File: config.mk
export PLATFORM = sky130hd
export DESIGN_NAME = div_unit_flat
export DESIGN_NICKNAME = d
export VERILOG_FILES = /design/src/rtl/div_unit_if.sv /design/src/rtl/div_unit.sv /design/src/flat_wrapper.sv
export SDC_FILE = /design/constraint.sdc
export NUM_CORES = 1
export LEC_CHECK = 0
export ABC_AREA = 0
export BUFFER_PORTS_ARGS = -buffer_cell sky130_fd_sc_hd__buf_2
export CAP_MARGIN = 20
export CORE_MARGIN = 3
export CORE_UTILIZATION = 50
export DETAILED_ROUTE_END_ITERATION = 12
export PLACE_DENSITY = 0.69
export SLEW_MARGIN = 40
export SYNTH_ARGS = -nofsm -noshare
export SYNTH_HDL_FRONTEND = slang
export SYNTH_SLANG_ARGS = --single-unit
File: constraint.sdc
create_clock -name clk_i -period 11.3 [get_ports clk_i]
set_input_delay 1.13 -clock clk_i [delete_from_list [all_inputs] [get_ports clk_i]]
set_output_delay 1.13 -clock clk_i [all_outputs]
set_load 0.02 [all_outputs]
File: src/rtl/div_unit_if.sv
// div_unit_if: request/result bundle between the execute stage and the divider.
//   start_i  request a division (sampled only while busy_o=0)
//   op_i     00 div, 01 divu, 10 rem, 11 remu
//   a_i/b_i  dividend / divisor
//   flush_i  abort any operation in progress
//   busy_o   divider occupied; the pipeline stalls on it
//   valid_o  one-cycle pulse, res_o holds a new result
//   res_o    registered result, held until the next valid_o
interface div_unit_if #(
    parameter int DATA_WIDTH = 32
);
    logic                  start_i;
    logic [1:0]            op_i;
    logic [DATA_WIDTH-1:0] a_i;
    logic [DATA_WIDTH-1:0] b_i;
    logic                  flush_i;
    logic                  busy_o;
    logic                  valid_o;
    logic [DATA_WIDTH-1:0] res_o;
    modport master (
        output start_i, op_i, a_i, b_i, flush_i,
        input  busy_o, valid_o, res_o
    );
    modport slave (
        input  start_i, op_i, a_i, b_i, flush_i,
        output busy_o, valid_o, res_o
    );
endinterface

File: src/rtl/div_unit.sv
// div_unit: iterative radix-2 restoring divider for RV32M div/divu/rem/remu.
//   clk_i  clock, rising edge
//   rst_i  synchronous active-high reset
//   bus    div_unit_if.slave: start_i/op_i/a_i/b_i/flush_i in, busy_o/valid_o/res_o out
// Division by zero and signed overflow bypass the iteration and finish in one cycle.
module div_unit #(
    parameter int DATA_WIDTH = 32
) (
    input logic       clk_i,
    input logic       rst_i,
    div_unit_if.slave bus
);
    localparam int W  = DATA_WIDTH;
    localparam int CW = $clog2(W);
    typedef enum logic [1:0] {IDLE, CALC, FIX} state_t;
    state_t         state_q;
    logic [W:0]     rem_q;
    logic [W-1:0]   quo_q;
    logic [W-1:0]   div_q;
    logic [CW-1:0]  cnt_q;
    logic           sgn_quo_q;
    logic           sgn_rem_q;
    logic           is_rem_q;
    logic           busy_q;
    logic           valid_q;
    logic [W-1:0]   res_q;
    logic           is_signed;
    logic           a_neg;
    logic           b_neg;
    logic [W-1:0]   a_abs;
    logic [W-1:0]   b_abs;
    logic           b_zero;
    logic           ovf;
    logic [W-1:0]   fast_res;
    logic [W:0]     rem_sh;
    logic           ge;
    logic [W:0]     rem_d;
    logic [W-1:0]   quo_d;
    logic [W-1:0]   quo_fix;
    logic [W-1:0]   rem_fix;
    logic [W-1:0]   res_fix;
    always_comb begin
        is_signed = ~bus.op_i[0];
        a_neg     = is_signed & bus.a_i[W-1];
        b_neg     = is_signed & bus.b_i[W-1];
        // two's complement negation of INT_MIN yields INT_MIN, which is the correct unsigned magnitude
        a_abs     = a_neg ? -bus.a_i : bus.a_i;
        b_abs     = b_neg ? -bus.b_i : bus.b_i;
        b_zero    = bus.b_i == '0;
        ovf       = is_signed && bus.a_i == {1'b1, {(W-1){1'b0}}} && bus.b_i == '1;
        fast_res  = b_zero ? (bus.op_i[1] ? bus.a_i : '1) : (bus.op_i[1] ? '0 : bus.a_i);
        // dividend bits shift out of the quotient register into the partial remainder
        rem_sh    = {rem_q[W-1:0], quo_q[W-1]};
        // bit W of the stored remainder is always clear after a step; folding it in keeps the compare total
        ge        = rem_q[W] | (rem_sh >= {1'b0, div_q});
        rem_d     = ge ? rem_sh - {1'b0, div_q} : rem_sh;
        quo_d     = {quo_q[W-2:0], ge};
        quo_fix   = sgn_quo_q ? -quo_d : quo_d;
        rem_fix   = sgn_rem_q ? -rem_d[W-1:0] : rem_d[W-1:0];
        res_fix   = is_rem_q ? rem_fix : quo_fix;
    end
    always_ff @(posedge clk_i) begin
        if (rst_i) begin
            state_q   <= IDLE;
            rem_q     <= '0;
            quo_q     <= '0;
            div_q     <= '0;
            cnt_q     <= '0;
            sgn_quo_q <= 1'b0;
            sgn_rem_q <= 1'b0;
            is_rem_q  <= 1'b0;
            busy_q    <= 1'b0;
            valid_q   <= 1'b0;
            res_q     <= '0;
        end else begin
            case (state_q)
                IDLE: begin
                    valid_q <= 1'b0;
                    if (bus.start_i && !bus.flush_i) begin
                        is_rem_q  <= bus.op_i[1];
                        sgn_quo_q <= a_neg ^ b_neg;
                        sgn_rem_q <= a_neg;
                        div_q     <= b_abs;
                        quo_q     <= a_abs;
                        rem_q     <= '0;
                        cnt_q     <= '0;
                        busy_q    <= 1'b1;
                        if (b_zero || ovf) begin
                            res_q   <= fast_res;
                            valid_q <= 1'b1;
                            state_q <= FIX;
                        end else begin
                            state_q <= CALC;
                        end
                    end
                end
                CALC: begin
                    if (bus.flush_i) begin
                        busy_q  <= 1'b0;
                        state_q <= IDLE;
                    end else begin
                        rem_q <= rem_d;
                        quo_q <= quo_d;
                        cnt_q <= cnt_q + CW'(1);
                        // the final step's result is corrected and registered on the way into FIX
                        if (cnt_q == CW'(W - 1)) begin
                            res_q   <= res_fix;
                            valid_q <= 1'b1;
                            state_q <= FIX;
                        end
                    end
                end
                FIX: begin
                    valid_q <= 1'b0;
                    busy_q  <= 1'b0;
                    state_q <= IDLE;
                end
                default: begin
                    valid_q <= 1'b0;
                    busy_q  <= 1'b0;
                    state_q <= IDLE;
                end
            endcase
        end
    end
    assign bus.busy_o  = busy_q;
    assign bus.valid_o = valid_q;
    assign bus.res_o   = res_q;
endmodule
File: src/flat_wrapper.sv
// flat-port wrapper written by rule: the top's interface ports become plain ports
module div_unit_flat 
#(
    parameter int DATA_WIDTH = 32
)
  (clk_i, rst_i, bus_start_i, bus_op_i, bus_a_i, bus_b_i, bus_flush_i, bus_busy_o, bus_valid_o, bus_res_o);
  div_unit_if #(.DATA_WIDTH(DATA_WIDTH)) bus_i ();
  input logic clk_i;
  input logic rst_i;
  input wire logic [$bits(bus_i.start_i)-1:0] bus_start_i;
  input wire logic [$bits(bus_i.op_i)-1:0] bus_op_i;
  input wire logic [$bits(bus_i.a_i)-1:0] bus_a_i;
  input wire logic [$bits(bus_i.b_i)-1:0] bus_b_i;
  input wire logic [$bits(bus_i.flush_i)-1:0] bus_flush_i;
  output wire logic [$bits(bus_i.busy_o)-1:0] bus_busy_o;
  output wire logic [$bits(bus_i.valid_o)-1:0] bus_valid_o;
  output wire logic [$bits(bus_i.res_o)-1:0] bus_res_o;
  assign bus_i.start_i = bus_start_i;
  assign bus_i.op_i = bus_op_i;
  assign bus_i.a_i = bus_a_i;
  assign bus_i.b_i = bus_b_i;
  assign bus_i.flush_i = bus_flush_i;
  assign bus_busy_o = bus_i.busy_o;
  assign bus_valid_o = bus_i.valid_o;
  assign bus_res_o = bus_i.res_o;
  div_unit #(.DATA_WIDTH(DATA_WIDTH)) u_core (.clk_i(clk_i), .rst_i(rst_i), .bus(bus_i));
endmodule
# Yosys cells after proc, flatten, opt, wreduce, memory -nomap -nowiden
# Cells that the tools add are included.
# totals
reg_bits,141
# op_classes
add_sub_neg,6
magnitude_cmp,1
n_eq_ne,10
n_mux,36
bitwise_logic,5
n_reduce_logical,14
# ops
operator,n
32-bit two-way mux,14
32-bit negation,4
32-bit case mux with 2 select lines,2
33-bit two-way mux,3
33-bit case mux with 2 select lines,1
"32-bit == test, second input constant",2
33-bit by 32-bit >= comparator with 1-bit output,1
33-bit by 32-bit subtractor with 33-bit output,1
32-bit zero test,1
5-bit two-way mux,2
5-bit case mux with 2 select lines,1
2-bit two-way mux,4
2-bit AND reduction,4
1-bit two-way mux,6
"2-bit by 1-bit inequality test with 1-bit output, second input constant",3
"5-bit by 1-bit adder with 5-bit output, second input constant",1
"5-bit == test, second input constant",1
5-bit AND reduction,1
"2-bit inequality test, second input constant",2
1-bit case mux with 2 select lines,2
2-bit case mux with 2 select lines,1
1-bit logical AND,3
"3-bit by 2-bit inequality test with 1-bit output, second input constant",1
3-bit AND reduction,1
9 further kinds,10

# Depth between registers and ports, before layout
# depth
depth_word,9
mapped_depth,24

# Worst setup path after synthesis
# Ideal clock, no wire load.
# synth_timing
kind,register -> register
startpoint,register u_core.div_q[30]
endpoint,register u_core.res_q[16] (netlist: u_core.bus.res_o[16])
setup_ps,91
arrival_ps,4647
path_slack_ps,6562
stages_incl_launch_ff,22
path_buffers,3
path_cell_list,dfxtp_1 -> inv_1 -> ha_1 -> a21o_1 -> a2111oi_0 -> o21ai_0 -> a211oi_2 -> o21ai_2 -> buf_4 -> buf_2 -> buf_1 -> o21ai_0 -> ha_1 -> nand4b_1 -> nor2_1 -> nand2_1 -> or3_1 -> o21a_1 -> or3_1 -> a211oi_1 -> o31ai_1 -> a311oi_1
# synth_between
elab_chain_cells,9
word_cells_on_any_way,11
# synth_lines
item,line,rtl
from (decl),div_unit.sv:19,logic [W-1:0] div_q;
from (signal assigned),div_unit.sv:83,div_q <= b_abs;
33-bit by 32-bit >= comparator with 1-bit output *,div_unit.sv:55,"ge = rem_q[W] | (rem_sh >= {1'b0, div_q});"
1-bit OR *,div_unit.sv:55,
33-bit two-way mux,div_unit.sv:56,"rem_d = ge ? rem_sh - {1'b0, div_q} : rem_sh;"
32-bit negation,div_unit.sv:59,rem_fix = sgn_rem_q ? -rem_d[W-1:0] : rem_d[W-1:0];
32-bit two-way mux,div_unit.sv:59,
32-bit two-way mux *,div_unit.sv:60,res_fix = is_rem_q ? rem_fix : quo_fix;
32-bit two-way mux *,div_unit.sv:106,if (cnt_q == CW'(W - 1)) begin
32-bit two-way mux *,div_unit.sv:98,if (bus.flush_i) begin
32-bit case mux with 2 select lines *,div_unit.sv:76,case (state_q)
to (signal assigned),div_unit.sv:89,res_q <= fast_res;
to (signal assigned),div_unit.sv:107,res_q <= res_fix;
to (decl),div_unit.sv:26,logic [W-1:0] res_q;
# Mark *: on every way between the ends. The rest lies on a longest branch, timed or not. The select of a mux whose other input is x is not followed.
# A chain may end at the register's enable or synchronous reset.

# Worst setup path after layout
# Same ends and word-level chain as after synthesis.

==> results.cfg <==
[route]
ant_nets = 0
post_drt_via_cell_ratio = 6.33
drc = 0
initialDrtViolationCount = 1447
wl_per_cell_um = 20.6
wl_mm = 40.3
drt-pass1-iter-count = 5
vias = 12400

[synthesis]
synth_seq_area_share = 0.239
synthesis.instances = 1618
synth_top_area_frac = 0.239
synth.most_common_cell = nor2_1
syn_nets = 1728
synth_edf_count = 0
yosys-top-cells-count = nor2_1 (191), nand2_1 (164), a21oi_1 (152)
yosys_warnings = 0
async_flop_share = 0
ys_types = 81
ys_ff_latch = 141
syn_avg_cell_area_um2 = 7.30
netlist_area_um2 = 11800
synth.largest_area_cell = dfxtp_1
synthTopCellsByArea = dfxtp_1 (24%), a21oi_1 (6.4%), nor2_1 (6.1%)
dominantRegCellSynth = dfxtp_1

[clock_network]
root_buffer = clkbuf_16
htree_num_levels = 4
clk_latency_ns = 0.44
cts_tree = yes
clock_sinks = 141
cts_buffers = 17
cts_buffer_depth = 2
cts.clk_slew.worst_paths_ns = 0.07
post-cts-setup-buffers = 0
cts_hold_buf = 0
cts_resized = 0

[floorplan]
die-area_um2 = 25500
die_h_um = 160
start_util = 0.515
coreArea_um2 = 22900
core.rowCount = 55
pin_count = 104
fp.dieW_um = 160

[worst_setup_path]
required_ns = 11.64
critPathMaxFanout = 57
max_stage_delay_ns = 0.52
critical_path_class = flop to flop
critPathLaunchType = flop
slowest_stage = a211oi_2
critPathArrivalTime_ns = 5.71
cp-end-kind = flop
crit_chain = inv_1, ha_1, a21o_1, a2111oi_0, o21ai_0, a211oi_2, o21ai_4, buf_4, o21ai_0, ha_1, o211ai_1, nor3_1, nand4_1, o21a_1, or3_1, a211oi_1, o31ai_1, a311oi_1

[placed_design]
dp.cells = 1929
place.gp.congestion = 0.967
place_ws_ns = 5.93
hpwl_mm = 29.6
port_buffers = 103

[timing]
fin_crit_sh = 0.475
report.final.hold_viol_count = 0
tns_ns = 0
rsz0062_at_grt = no
fmax_mhz = 186
final-setup-viol-count = 0
slew_headroom = 0.439
drv_slew = 0
fin_ws_ns = 5.93
skew_ns = 0.0104
worst_pin_slew_ns = 0.834
whs_ns = 0.449
fin_crit_ns = 5.37

[final_layout]
drive_above_1_share = 0.113
area_growth_syn_to_layout_pct = 9.57
stdcell_count = 1962
nNetsFinal = 1745

[global_route]
grt_antenna_before_repair = 1
grt_pass1_wl_mm = 62.6
grt-ovfl-total = 0
grt_usage = 0.305
grt_pass1_vias = 11200
grt_max_degree = 97

[pwr]
fin_total_pwr_mw = 1.54
peakVddDrop_mv = 0.0852
p_leak_nw = 5.00
power_density_nw_per_um2 = 119

[hold_path]
worstHoldPathType = flop to flop

[flow_run]
cap_violations = 0

[run_status]
status = finished, final reports clean
[layout make-up]
| cell class | instances | area (um^2) |
|---|---|---|
| antenna | 1 | 2.50 |
| clock buffer | 18 | 439 |
| clock inverter | 14 | 159 |
| fill | 2241 | 9980 |
| inverter | 58 | 218 |
| multi-input combinational | 1301 | 8280 |
| sequential | 141 | 2820 |
| tap | 313 | 392 |
| timing repair buffer | 116 | 623 |
[registers in the layout, summed over array words and instances, names as in the netlist]
name / cells
u_core.sgn_rem_q: 1
u_core.cnt_q: 5
u_core.rem_q: 33
u_core.bus.busy_o: 1
u_core.state_q: 2
u_core.bus.res_o: 32
u_core.sgn_quo_q: 1
u_core.quo_q: 32
u_core.div_q: 32
u_core.is_rem_q: 1
u_core.bus.valid_o: 1
[per-layer routing]
layer	GRT usage	vias up	wire length [um]
met4	0.0919	0	1070
met3	0.0651	67	3820
met2	0.463	624	17500
li1	-	5959	-
met1	0.432	5765	18000
met5	0	-	0
[power breakdown]
| part | internal (mW) | total [mW] | leakage, nW | switching, mW |
|---|---|---|---|---|
| clock | 0.335 | 0.585 | 0.282 | 0.250 |
| sequential | 0.513 | 0.531 | 1.15 | 0.0172 |
| combinational | 0.148 | 0.427 | 3.57 | 0.279 |
| total | 0.997 | 1.54 | 5.00 | 0.546 |
[critical path: cells and delay by family, from the launching register on]
| kind | cells | cell delay [ns] |
|---|---|---|
| buf+inv | 2 | 0.40 |
| simple gates | 3 | 0.84 |
| flops | 1 | 0.33 |
| fa+ha+maj | 2 | 0.69 |
| compound gates | 11 | 3.00 |
[final timing paths]
kind	cells past startpoint	start	endpoint	slack [ns]
max	18	u_core.div_q[30]$_SDFFE_PP0P_	u_core.bus.res_o[16]$_SDFFE_PP0P_	5.93
min reg2reg	2	u_core.bus.res_o[0]$_SDFFE_PP0P_	u_core.bus.res_o[0]$_SDFFE_PP0P_	0.45
max reg2reg	18	u_core.div_q[30]$_SDFFE_PP0P_	u_core.bus.res_o[16]$_SDFFE_PP0P_	5.93
min	2	u_core.bus.res_o[0]$_SDFFE_PP0P_	u_core.bus.res_o[0]$_SDFFE_PP0P_	0.45
[stage by stage]
| stage | util | cell area, um^2 |
|---|---|---|
| 2_1_floorplan | - | 11800 |
| 3_3_place_gp | 0.538 | 12300 |
| 3_5_place_dp | 0.538 | 12300 |
| 4_1_cts | 0.564 | 12900 |
| 5_1_grt | 0.565 | 12900 |
| 6_report | 0.565 | 12900 |
[layout by cell type, fill, tap and decap left out, types with 16 or more instances in the layout]
cell type,synthesis,layout
nand3_1,26,26
or4_1,18,17
buf_2,7,102
dfxtp_1,141,141
a22oi_1,54,54
o21ai_0,76,76
nor2_1,191,189
a311oi_1,16,16
xnor2_1,64,64
inv_1,57,56
clkbuf_16,0,17
nand4_1,21,21
a211oi_1,55,55
o41ai_1,16,16
a21oi_1,152,152
nor3_1,42,41
xor2_1,67,67
ha_1,39,39
o31ai_1,25,25
nand2_1,164,164
a21o_1,17,17
maj3_1,23,23
or3_1,29,29
[logic make-up (layout without fill, tap and decap cells)]
family,Yosys count,after routing,synth area share
other,0,1,0
XOR/XNOR,131,131,0.0972
AO/OA/AOI/OAI,516,516,0.292
multiplexers,21,21,0.0186
adder cells (fa/ha/maj),63,63,0.0625
AND/OR/NAND/NOR,570,570,0.227
buffers and inverters,176,206,0.0637
flip-flops,141,141,0.239
No activity file was read; power rests on OpenSTA's default activity.
